### config.mk
export PLATFORM = sky130hd
export DESIGN_NAME = hpm_counters
export DESIGN_NICKNAME = d
export VERILOG_FILES = /design/src/rtl/hpm_counters.sv
export SDC_FILE = /design/constraint.sdc
export NUM_CORES = 1
export LEC_CHECK = 0
export BUFFER_PORTS_ARGS = -buffer_cell sky130_fd_sc_hd__buf_4
export CORE_MARGIN = 1
export CORE_UTILIZATION = 55
export CTS_CLUSTER_SIZE = 16
export DETAILED_ROUTE_END_ITERATION = 10
export GPL_TIMING_DRIVEN = 1
export PLACE_DENSITY = 0.78
export SLEW_MARGIN = 15
export SYNTH_ARGS = -nofsm -noshare
export SYNTH_HDL_FRONTEND = slang
export SYNTH_SLANG_ARGS = --single-unit
### constraint.sdc
create_clock -name clk -period 8.3 [get_ports clk]
set_input_delay 1.66 -clock clk [delete_from_list [all_inputs] [get_ports clk]]
set_output_delay 1.66 -clock clk [all_outputs]
set_load 0.05 [all_outputs]
### src/rtl/hpm_counters.sv
// Hardware performance-monitor CSRs: mhpmcounter/mhpmevent 3..31, mcountinhibit,
// mcounteren and the user hpmcounter shadows, with a registered overflow interrupt.
module hpm_counters #(
    parameter int NUM_COUNTERS = 4,
    parameter int CNT_WIDTH    = 48,
    parameter int NUM_EVENTS   = 8
) (
    input  logic                  clk,
    input  logic                  rst,
    input  logic [NUM_EVENTS-1:0] event_pulses,
    input  logic [1:0]            privilege_mode,
    input  logic                  csr_valid,
    input  logic [11:0]           csr_addr,
    input  logic [2:0]            csr_funct3,
    input  logic [4:0]            csr_rd,
    input  logic [4:0]            csr_rs1_uimm,
    input  logic [63:0]           csr_rs1_data,
    output logic                  csr_hit,
    output logic                  csr_exception,
    output logic [63:0]           csr_result,
    output logic                  inhibit_cy,
    output logic                  inhibit_ir,
    output logic                  ovf_int
);

    localparam logic [31:0] CTR_MASK = 32'h5 | (((32'd1 << NUM_COUNTERS) - 32'd1) << 3);

    logic [CNT_WIDTH-1:0]    cnt_q [NUM_COUNTERS];
    logic [7:0]              sel_q [NUM_COUNTERS];
    logic [NUM_COUNTERS-1:0] of_q;
    logic [31:0]             inhibit_q;
    logic [31:0]             counteren_q;

    logic [4:0]   idx;
    logic         idx_hpm;
    logic         in_mcnt, in_mevt, in_ucnt, is_inh, is_en;
    logic         do_write, rd_en, we;
    logic [63:0]  rdata, src, wdata;
    logic [255:0] ev_ext;
    logic [NUM_COUNTERS-1:0] wr_cnt, wr_evt, inc, wrap;

    assign idx     = csr_addr[4:0];
    assign idx_hpm = (idx >= 5'd3);
    assign in_mcnt = (csr_addr[11:5] == 7'h58) && idx_hpm;
    assign in_mevt = (csr_addr[11:5] == 7'h19) && idx_hpm;
    assign in_ucnt = (csr_addr[11:5] == 7'h60) && idx_hpm;
    assign is_inh  = (csr_addr == 12'h320);
    assign is_en   = (csr_addr == 12'h306);
    assign csr_hit = is_inh | is_en | in_mcnt | in_mevt | in_ucnt;

    // Unimplemented indices never match the loop, so they read 0 and ignore writes.
    always_comb begin
        rdata = '0;
        if (is_inh) begin
            rdata = 64'(inhibit_q);
        end else if (is_en) begin
            rdata = 64'(counteren_q);
        end
        for (int i = 0; i < NUM_COUNTERS; i++) begin
            if (idx == 5'(i + 3)) begin
                if (in_mcnt || in_ucnt) begin
                    rdata = 64'(cnt_q[i]);
                end else if (in_mevt) begin
                    rdata = {of_q[i], 55'd0, sel_q[i]};
                end
            end
        end
    end

    assign do_write = (csr_funct3[1:0] == 2'b01) ||
                      ((csr_funct3[1:0] != 2'b00) && (csr_rs1_uimm != 5'd0));
    assign rd_en    = !((csr_funct3[1:0] == 2'b01) && (csr_rd == 5'd0));
    assign src      = csr_funct3[2] ? {59'd0, csr_rs1_uimm} : csr_rs1_data;

    always_comb begin
        case (csr_funct3[1:0])
            2'b01:   wdata = src;
            2'b10:   wdata = rdata | src;
            2'b11:   wdata = rdata & ~src;
            default: wdata = rdata;
        endcase
    end

    assign csr_exception = csr_hit &&
                           ((do_write && in_ucnt) ||
                            (csr_addr[9:8] > privilege_mode) ||
                            ((privilege_mode == 2'd0) && in_ucnt && !counteren_q[idx]));
    assign we         = csr_valid && csr_hit && do_write && !csr_exception;
    assign csr_result = rd_en ? rdata : '0;
    assign inhibit_cy = inhibit_q[0];
    assign inhibit_ir = inhibit_q[2];

    // Bit 0 is a permanent zero so selector 0 indexes a quiet line; selectors above
    // NUM_EVENTS land in the zero padding.
    assign ev_ext = 256'({event_pulses, 1'b0});

    always_comb begin
        wr_cnt = '0;
        wr_evt = '0;
        inc    = '0;
        wrap   = '0;
        for (int i = 0; i < NUM_COUNTERS; i++) begin
            wr_cnt[i] = we && in_mcnt && (idx == 5'(i + 3));
            wr_evt[i] = we && in_mevt && (idx == 5'(i + 3));
            inc[i]    = ev_ext[sel_q[i]] && !inhibit_q[i + 3];
            wrap[i]   = inc[i] && (&cnt_q[i]) && !wr_cnt[i];
        end
    end

    always_ff @(posedge clk or posedge rst) begin
        if (rst) begin
            for (int i = 0; i < NUM_COUNTERS; i++) begin
                cnt_q[i] <= '0;
                sel_q[i] <= '0;
            end
            of_q        <= '0;
            inhibit_q   <= '0;
            counteren_q <= '0;
            ovf_int     <= 1'b0;
        end else begin
            ovf_int <= |of_q;
            if (we && is_inh) begin
                inhibit_q <= wdata[31:0] & CTR_MASK;
            end
            if (we && is_en) begin
                counteren_q <= wdata[31:0] & CTR_MASK;
            end
            for (int i = 0; i < NUM_COUNTERS; i++) begin
                if (wr_cnt[i]) begin
                    cnt_q[i] <= wdata[CNT_WIDTH-1:0];
                end else if (inc[i]) begin
                    cnt_q[i] <= cnt_q[i] + CNT_WIDTH'(1);
                end
                // A hardware overflow in the same cycle beats a software clear of OF.
                if (wr_evt[i]) begin
                    sel_q[i] <= wdata[7:0];
                    of_q[i]  <= wdata[63] | wrap[i];
                end else if (wrap[i]) begin
                    of_q[i] <= 1'b1;
                end
            end
        end
    end

endmodule

### Word level (Yosys, flattened, before mapping)

Cells that the tools add are included.

* flip-flop bits (word level): 241

* $add $sub $neg: 4
* magnitude comparators: 7
* equal/unequal tests: 12
* muxes and demuxes: 43
* bitwise gates (word level): 11
* reduce and logical (&&, ||, !) cells: 67

Operator list (number)
* $mux W64: 15
* $mux W48: 8
* $add A48 B1 Y48 const B: 4
* $pmux W64 S3: 1
* $reduce_and A48 Y1: 4
* $and A64 B64 Y64: 1
* $not A64 Y64: 1
* $or A64 B64 Y64: 1
* $logic_and A1 B1 Y1: 36
* $lt A8 B9 Y1 const B: 4
* $bmux W1 S8: 4
* $eq A12 B10 Y1 const B: 2
* $reduce_bool A2 Y1: 9
* $eq A5 B3 Y1 const B: 3
* $eq A7 B7 Y1 const B: 2
* $mux W1: 13
* $logic_not A1 Y1: 10
* $or A1 B1 Y1: 8
* $eq A7 B5 Y1 const B: 1
* $mux W7: 1
* $lt A5 B6 Y1 const B: 1
* $bmux W1 S5: 1
* $eq A5 B2 Y1 const B: 1
* $ge A5 B2 Y1 const B: 1
* 8 further kinds: 12

### Longest topological paths before layout

Gate-level depths: netlist of run 1.

* depth after elaboration: 19
* gate-level depth with buffers: 11
* gate-level depth less buffers: 9

### Least setup slack after synthesis of run 1

OpenSTA, ideal clock, no wires.

* path type: input to output
* from: input port csr_addr[0]
* to: output port csr_result[3]
* arrival: 4.458 ns
* slack: 2.182 ns
* stages: 9
* path through: buf_2 -> a2111oi_4 -> or3_1 -> buf_2 -> buf_4 -> a21oi_1 -> a221o_1 -> o21a_1 -> nor3_1

* word-level cells in the longest chain between the ends: 16

RTL lines
* from (decl): line 13 `input logic [11:0] csr_addr,`
* $eq A12 B10 Y1: line 48 `assign is_en = (csr_addr == 12'h306);`
* $mux W7: line 56 `end else if (is_en) begin`
* $mux W64: line 54 `if (is_inh) begin`
* $mux W64: line 63 `end else if (in_mevt) begin`
* $mux W64: line 61 `if (in_mcnt || in_ucnt) begin`
* $mux W64: line 60 `if (idx == 5'(i + 3)) begin`
* $mux W64: line 63
* $mux W64: line 61
* $mux W64: line 60
* $mux W64: line 63
* $mux W64: line 61
* $mux W64: line 60
* $mux W64: line 63
* $mux W64: line 61
* $mux W64 (*): line 60
* $mux W64 (*): line 89 `assign csr_result = rd_en ? rdata : '0;`
* to (decl): line 20 `output logic [63:0] csr_result,`

Mark *: on every way between the ends. The rest lies on a longest branch, timed or not.

### Worst setup path in the final report of run 1

* from: input port csr_addr[0]
* to: output port csr_result[2]

The elaborated chain is that of the path after synthesis.

==> impl_metrics.tcl, run 1 <==
set metrics [dict create \
    syn-mean-instance-area_um2 8.65 \
    nets 2185 \
    core_area_um2 30800 \
    switchingPower_uw 738 \
    grt_first_pass_wirelength_mm 94.3 \
    final_area_um2 19500 \
    p_int_uw 2050 \
    cts_tree "done" \
    netlist_area_um2 17300 \
    synth_top_area_cell "dfrtp_1" \
    cp-start-kind "primary input" \
    drtAntennaViolNets 0 \
    cp_max_fo 19 \
    drive_gt1_share_pct 13.2 \
    cts_hold_buf 0 \
    syn_inst 2003 \
    die_area_um2 32200 \
    ys_warn_count 0 \
    period_share_pct 77.7 \
    reg2reg_slack_ns 4.36 \
    dpl.hpwl_mm 41.8 \
    clkSinkCount 241 \
    remaining_drc_errors 10 \
    grt_max_degree 126 \
    fp-row-count 64 \
    overflow 0 \
    firstDrtPassIters 10 \
    max_freq_mhz 155 \
    hp-class "reg2reg" \
    async_flop_share_pct 100 \
    synth_common_cells "dfrtp_1, xnor2_1, nand2_1" \
    io_buffers 140 \
    clk_pin_slew_ns 0.06 \
    crit_path_end_kind "output pin" \
    crit_family "simple AND/OR/NAND/NOR gates" \
    timing.critical_path.cells "buf_4 -> nor4b_2 -> nand2_1 -> o32ai_1 -> o221ai_1 -> a31oi_1 -> and2_1 -> buf_4" \
    synth_most_common_cell "dfrtp_1" \
    skew_ns 0.0144 \
    cpPeakStageDelay_ns 0.74 \
    power.total_uw 2790 \
    yosys-top-cells-area "dfrtp_1, xnor2_1, mux2i_1" \
    finalSetupTns_ns 0 \
    critPathKind "in2out" \
    comb_power_share_pct 11.3 \
    synth-seq-cells 241 \
    required_ns 6.64 \
    via_count 16945 \
    synth_edf_count 0 \
    rsz0062_at_grt "false" \
    hold_viol_final 0 \
    p_leak_uw 0.00782 \
    avgViaCountPerCell 6.80 \
    p_seq_share_pct 43.5 \
    start_util_pct 56.2 \
    finalSetupViolations 0 \
    crit_top_cell "buf_4" \
    arrival_ns 4.79 \
    numCtsBuffers 28 \
    wl_mm 60.9 \
    peakVddDrop_mv 0.152 \
    worst_path_max_delay_cell "nor4b_2" \
    root_buffer "clkbuf_16" \
    grt_pass1_vias 16487 \
    min_period_ns 6.45 \
    antenna-diode-count 0 \
    io-pin-count 171 \
    post_cts_resized 0 \
    gp_congestion 0.979 \
    dpl_cell_area_um2 18600 \
    cts.path.max_buffers 3 \
    synth.lib_cells_used.distinct 83 \
    insertion_delay_ns 0.56 \
    cp.buffers_inverters 2 \
    area.growth.synth_to_final_pct 12.4 \
    die_h_um 180 \
    htreeDepth 1 \
    antenna_found_initial 0 \
    die_x_um 180 \
    failed_checks "design-rule violations" \
    cts_setup_buffers 0 \
    drtIter0Drc 2157 \
    grt_usage_pct 37.5 \
    post_drt_wl_per_cell_um 24.5 \
    worstMarginPinSlew_ns 1.23 \
    synth_top_area_share_pct 34.8 \
    maxSlewViolCount 0 \
    outcome "finished with violations" \
    multi_input_area_um2 10600 \
    fillers 2594 \
    power_density_nw_per_um2 143 \
    maxSlewHeadroom_pct 17.8 \
    seqCellArea_um2 6030 \
    ys_seq_area_share_pct 34.8 \
    ys.flop_type "dfrtp_1" \
    clock_power_share_pct 45.2 \
    switching_share_pct 26.4 \
    max_cap_violations 0 \
]
[final cells by class]
| type | instances | area share, % |
|---|---|---|
| tap | 396 | 2.54 |
| inverter | 41 | 0.828 |
| sequential | 241 | 31.0 |
| timing repair buffer | 167 | 6.50 |
| multi-input combinational | 1598 | 54.5 |
| clock buffer | 40 | 4.09 |
| clock inverter | 9 | 0.636 |
[flip-flops by register name (all words and copies together), names as in the netlist]
| name | flops |
|---|---|
| ovf_int | 1 |
| sel_q | 32 |
| cnt_q | 192 |
| of_q | 4 |
| counteren_q | 6 |
| inhibit_q | 6 |
[per-stage QoR]
stage	worst slack [ns]	std cells	hold slack [ns]	util, %
CTS	1.97	2492	0.531	63.2
floorplan	0.0235	2017	0.457	-
finish	1.85	2492	0.533	63.2
global placement	1.98	2443	0.513	60.2
global route	1.79	2492	0.565	63.2
detailed placement	1.97	2443	0.518	60.2
[cell usage in the layout, fill, tap and decap left out, drive strengths merged, types with 40 or more instances in the layout]
cell	Yosys	layout
a21oi	142	142
a22oi	86	86
buf	67	167
clkbuf	70	40
dfrtp	241	241
inv	40	40
mux2i	110	110
nand2	164	164
nand3	85	85
nand4	41	41
nor2	145	145
nor2b	62	62
nor3	86	86
nor4	42	42
o21ai	105	105
xnor2	197	197
[worst paths after layout]
path | startpoint | end | cells past startpoint
min | of_q[2]$_DFFE_PP0P_ | of_q[2]$_DFFE_PP0P_ | 2
max reg2reg | sel_q[15]$_DFFE_PP0P_ | cnt_q[71]$_DFFE_PP0P_ | 7
max in group asynchronous | rst | cnt_q[39]$_DFFE_PP0P_ | 3
min reg2reg | of_q[2]$_DFFE_PP0P_ | of_q[2]$_DFFE_PP0P_ | 2
max | csr_addr[0] | csr_result[2] | 8
min in group asynchronous | rst | sel_q[16]$_DFFE_PP0P_ | 2
[power groups by stage]
stage	sequential (uW)	clock [uW]	combinational [uW]
final	1210	1260	315
after global routing	1220	1310	334
after CTS	1210	1260	308
after detailed placement	1230	0	306
after global placement	1230	0	299
after floorplan	1230	0	204
[cells by family after synthesis]
family                     synth area share, %
DFF                                       34.8
xor gates and xnor gates                  11.4
muxes                                     8.24
buffers and inverters                     4.53
adders and majority gates                0.433
other                                   0.0216
and+or+nand+nor                           23.2
AOI/OAI and AO/OA                         17.4
[routing by layer]
layer	up-vias	track usage (%)	wire, um
met5	-	0	0
met4	0	20.5	3520
met3	239	6.97	6570
met2	1090	58.1	26800
met1	8241	49.9	24100
li1	7375	-	-
[worst reg2reg max path, delay by kind of cell, from the launching register on]
kind             cells  cell delay (ns)
AO/OA/AOI/OAI        1             0.09
AND/OR/NAND/NOR      5             3.10
flip-flops           1             0.41
XOR/XNOR             1             0.21
Power figures use the tool's default switching activity.
==> run 2, diff against run 1 <==
--- a/config.mk
+++ b/config.mk
@@ -11,7 +11,7 @@
 export CTS_CLUSTER_SIZE = 16
 export DETAILED_ROUTE_END_ITERATION = 10
 export GPL_TIMING_DRIVEN = 1
-export PLACE_DENSITY = 0.78
+export PLACE_DENSITY = 0.75
 export SLEW_MARGIN = 15
 export SYNTH_ARGS = -nofsm -noshare
 export SYNTH_HDL_FRONTEND = slang
==> constraint.sdc (replaced) <==
create_clock -name clk -period 6 [get_ports clk]
set_input_delay 1.2 -clock clk [delete_from_list [all_inputs] [get_ports clk]]
set_output_delay 1.2 -clock clk [all_outputs]
set_load 0.05 [all_outputs]
==> run 2 against run 1 <==
The run still ends with design-rule violations left. Clock power grew 44%. Total power increased by 41%. Cell area up 0.91%. Sequential power increased by 39%. Worst setup slack worse by 0.95 ns. Critical path type unchanged.
==> impl_metrics.tcl, run 2 (synthesized netlist as in run 1, its figures left out) <==
set metrics [dict create \
    cts.path.max_buffers 3 \
    hp-class "reg2reg" \
    power_density_nw_per_um2 200 \
    r2r-start "cnt_q[99]$_DFFE_PP0P_" \
    start_util_pct 56.2 \
    p_int_uw 2860 \
    top_register "cnt_q" \
    nets 2196 \
    grt_max_degree 132 \
    min_from "inhibit_q[2]$_DFFE_PP0P_" \
    finalSetupTns_ns 0 \
    reg2reg_slack_ns 2.28 \
    core_area_um2 30800 \
    final_common_cell "dfrtp_1" \
    fp-row-count 64 \
    place_inst 2454 \
    hold_viol_final 0 \
    period_share_pct 84.9 \
    cts_setup_buffers 0 \
    die_h_um 180 \
    insertion_delay_ns 0.60 \
    drtIter0Drc 2286 \
    max_cap_violations 0 \
    post_cts_resized 0 \
    cts_tree "done" \
    die_x_um 180 \
    cp_max_fo 19 \
    area.growth.synth_to_final_pct 13.5 \
    avgViaCountPerCell 6.79 \
    antenna_found_initial 1 \
    gp_congestion 0.993 \
    required_ns 4.80 \
    clk_pin_slew_ns 0.07 \
    final_cell_mix "dfrtp_1, xnor2_1, buf_4" \
    grt_pass1_vias 16228 \
    dpl.hpwl_mm 42.4 \
    post_drt_wl_per_cell_um 24.9 \
    switchingPower_uw 1080 \
    cp-start-kind "primary input" \
    via_count 16997 \
    rsz0062_at_grt "false" \
    die_area_um2 32200 \
    p_seq_share_pct 42.7 \
    min_period_ns 5.09 \
    root_buffer "clkbuf_16" \
    clock_power_share_pct 46.0 \
    min_to "inhibit_q[2]$_DFFE_PP0P_" \
    grt_first_pass_wirelength_mm 95.6 \
    numCtsBuffers 28 \
    maxSlewHeadroom_pct 26.9 \
    antenna-diode-count 0 \
    ff2ff_path_depth 7 \
    outcome "finished with violations" \
    comb_power_share_pct 11.3 \
    peakVddDrop_mv 0.230 \
    maxSlewViolCount 0 \
    failed_checks "design-rule violations" \
    critPathKind "in2out" \
    hold_depth 2 \
    drtAntennaViolNets 0 \
    layout.cells.non_filler 2505 \
    io_buffers 140 \
    wl_mm 62.3 \
    overflow 0 \
    max_freq_mhz 196 \
    r2r_end "cnt_q[143]$_DFFE_PP0P_" \
    clkSinkCount 241 \
    crit_path_end_kind "output pin" \
    fillers 2582 \
    cts_hold_buf 0 \
    grt_usage_pct 38.3 \
    worstMarginPinSlew_ns 1.09 \
    htreeDepth 1 \
    p_leak_uw 0.00790 \
    io-pin-count 171 \
    largest_reg_flops 192 \
    finalSetupViolations 0 \
    firstDrtPassIters 10 \
    drive_gt1_share_pct 13.9 \
    skew_ns 0.0441 \
    remaining_drc_errors 14 \
    arrival_ns 3.89 \
    power.total_uw 3940 \
    reg_top3 "cnt_q: 192 flops, sel_q: 32 flops" \
    switching_share_pct 27.5 \
]
-- run 2: changes by cell type in the layout (fill, tap and decap cells not counted), moves of 2 or more --
cell	before	now
buf_4	166	173
clkinvlp_4	0	2
clkbuf_8	3	9
buf_12	1	5
clkbuf_1	8	6
-- run 2: final cells by class --
class	instances	area, um^2	area share [%]
clock buffers	43	847	4.31
clock inverters	8	118	0.598
inverters	41	158	0.802
multi-input cells	1598	10600	54.0
flip-flops and latches	241	6030	30.7
well taps	396	495	2.52
repair buffers	178	1400	7.11
-- run 2: power by group through the flow --
stage	clock network, uW	registers, uW	logic, uW
floorplan	0	1700	282
global route	1880	1680	472
global placement	0	1710	423
finish	1810	1680	445
detailed placement	0	1710	431
CTS	1810	1680	433
-- run 2: how the worst max path moves through the flow --
stage | startpoint | to | slack [ns]
6_report | csr_addr[9] | csr_result[3] | 0.91
3_5_place_dp | csr_addr[9] | csr_result[3] | 1.03
3_3_place_gp | csr_addr[1] | csr_result[6] | 1.04
2_1_floorplan | csr_addr[0] | csr_result[3] | 0.80
4_1_cts | csr_addr[9] | csr_result[3] | 1.02
5_1_grt | csr_addr[9] | csr_result[3] | 0.80
-- run 2: through the flow --
stage | area, um^2 | worst slack (ns) | utilization, % | hold slack [ns]
floorplan | 17400 | 0.802 | - | 0.457
global placement | 18700 | 1.04 | 60.6 | 0.516
detailed placement | 18700 | 1.03 | 60.6 | 0.524
CTS | 19700 | 1.02 | 63.8 | 0.538
global route | 19700 | 0.803 | 63.8 | 0.571
finish | 19700 | 0.908 | 63.8 | 0.533
-- run 2: critical path: stages --
cell and delay (ns):
buf_4 0.13, nand3b_1 0.58, or3_1 0.66, o22ai_1 0.21, a221o_1 0.43, o21a_1 0.19, nor3_1 0.24, buf_4 0.25
-- run 2: metal layers --
metal	GRT usage (%)	routed length [um]	vias up
met5	0	0	-
met4	17.3	2900	0
met3	7.48	7500	180
met2	57.3	26800	1077
met1	53.6	25100	8348
li1	-	-	7392
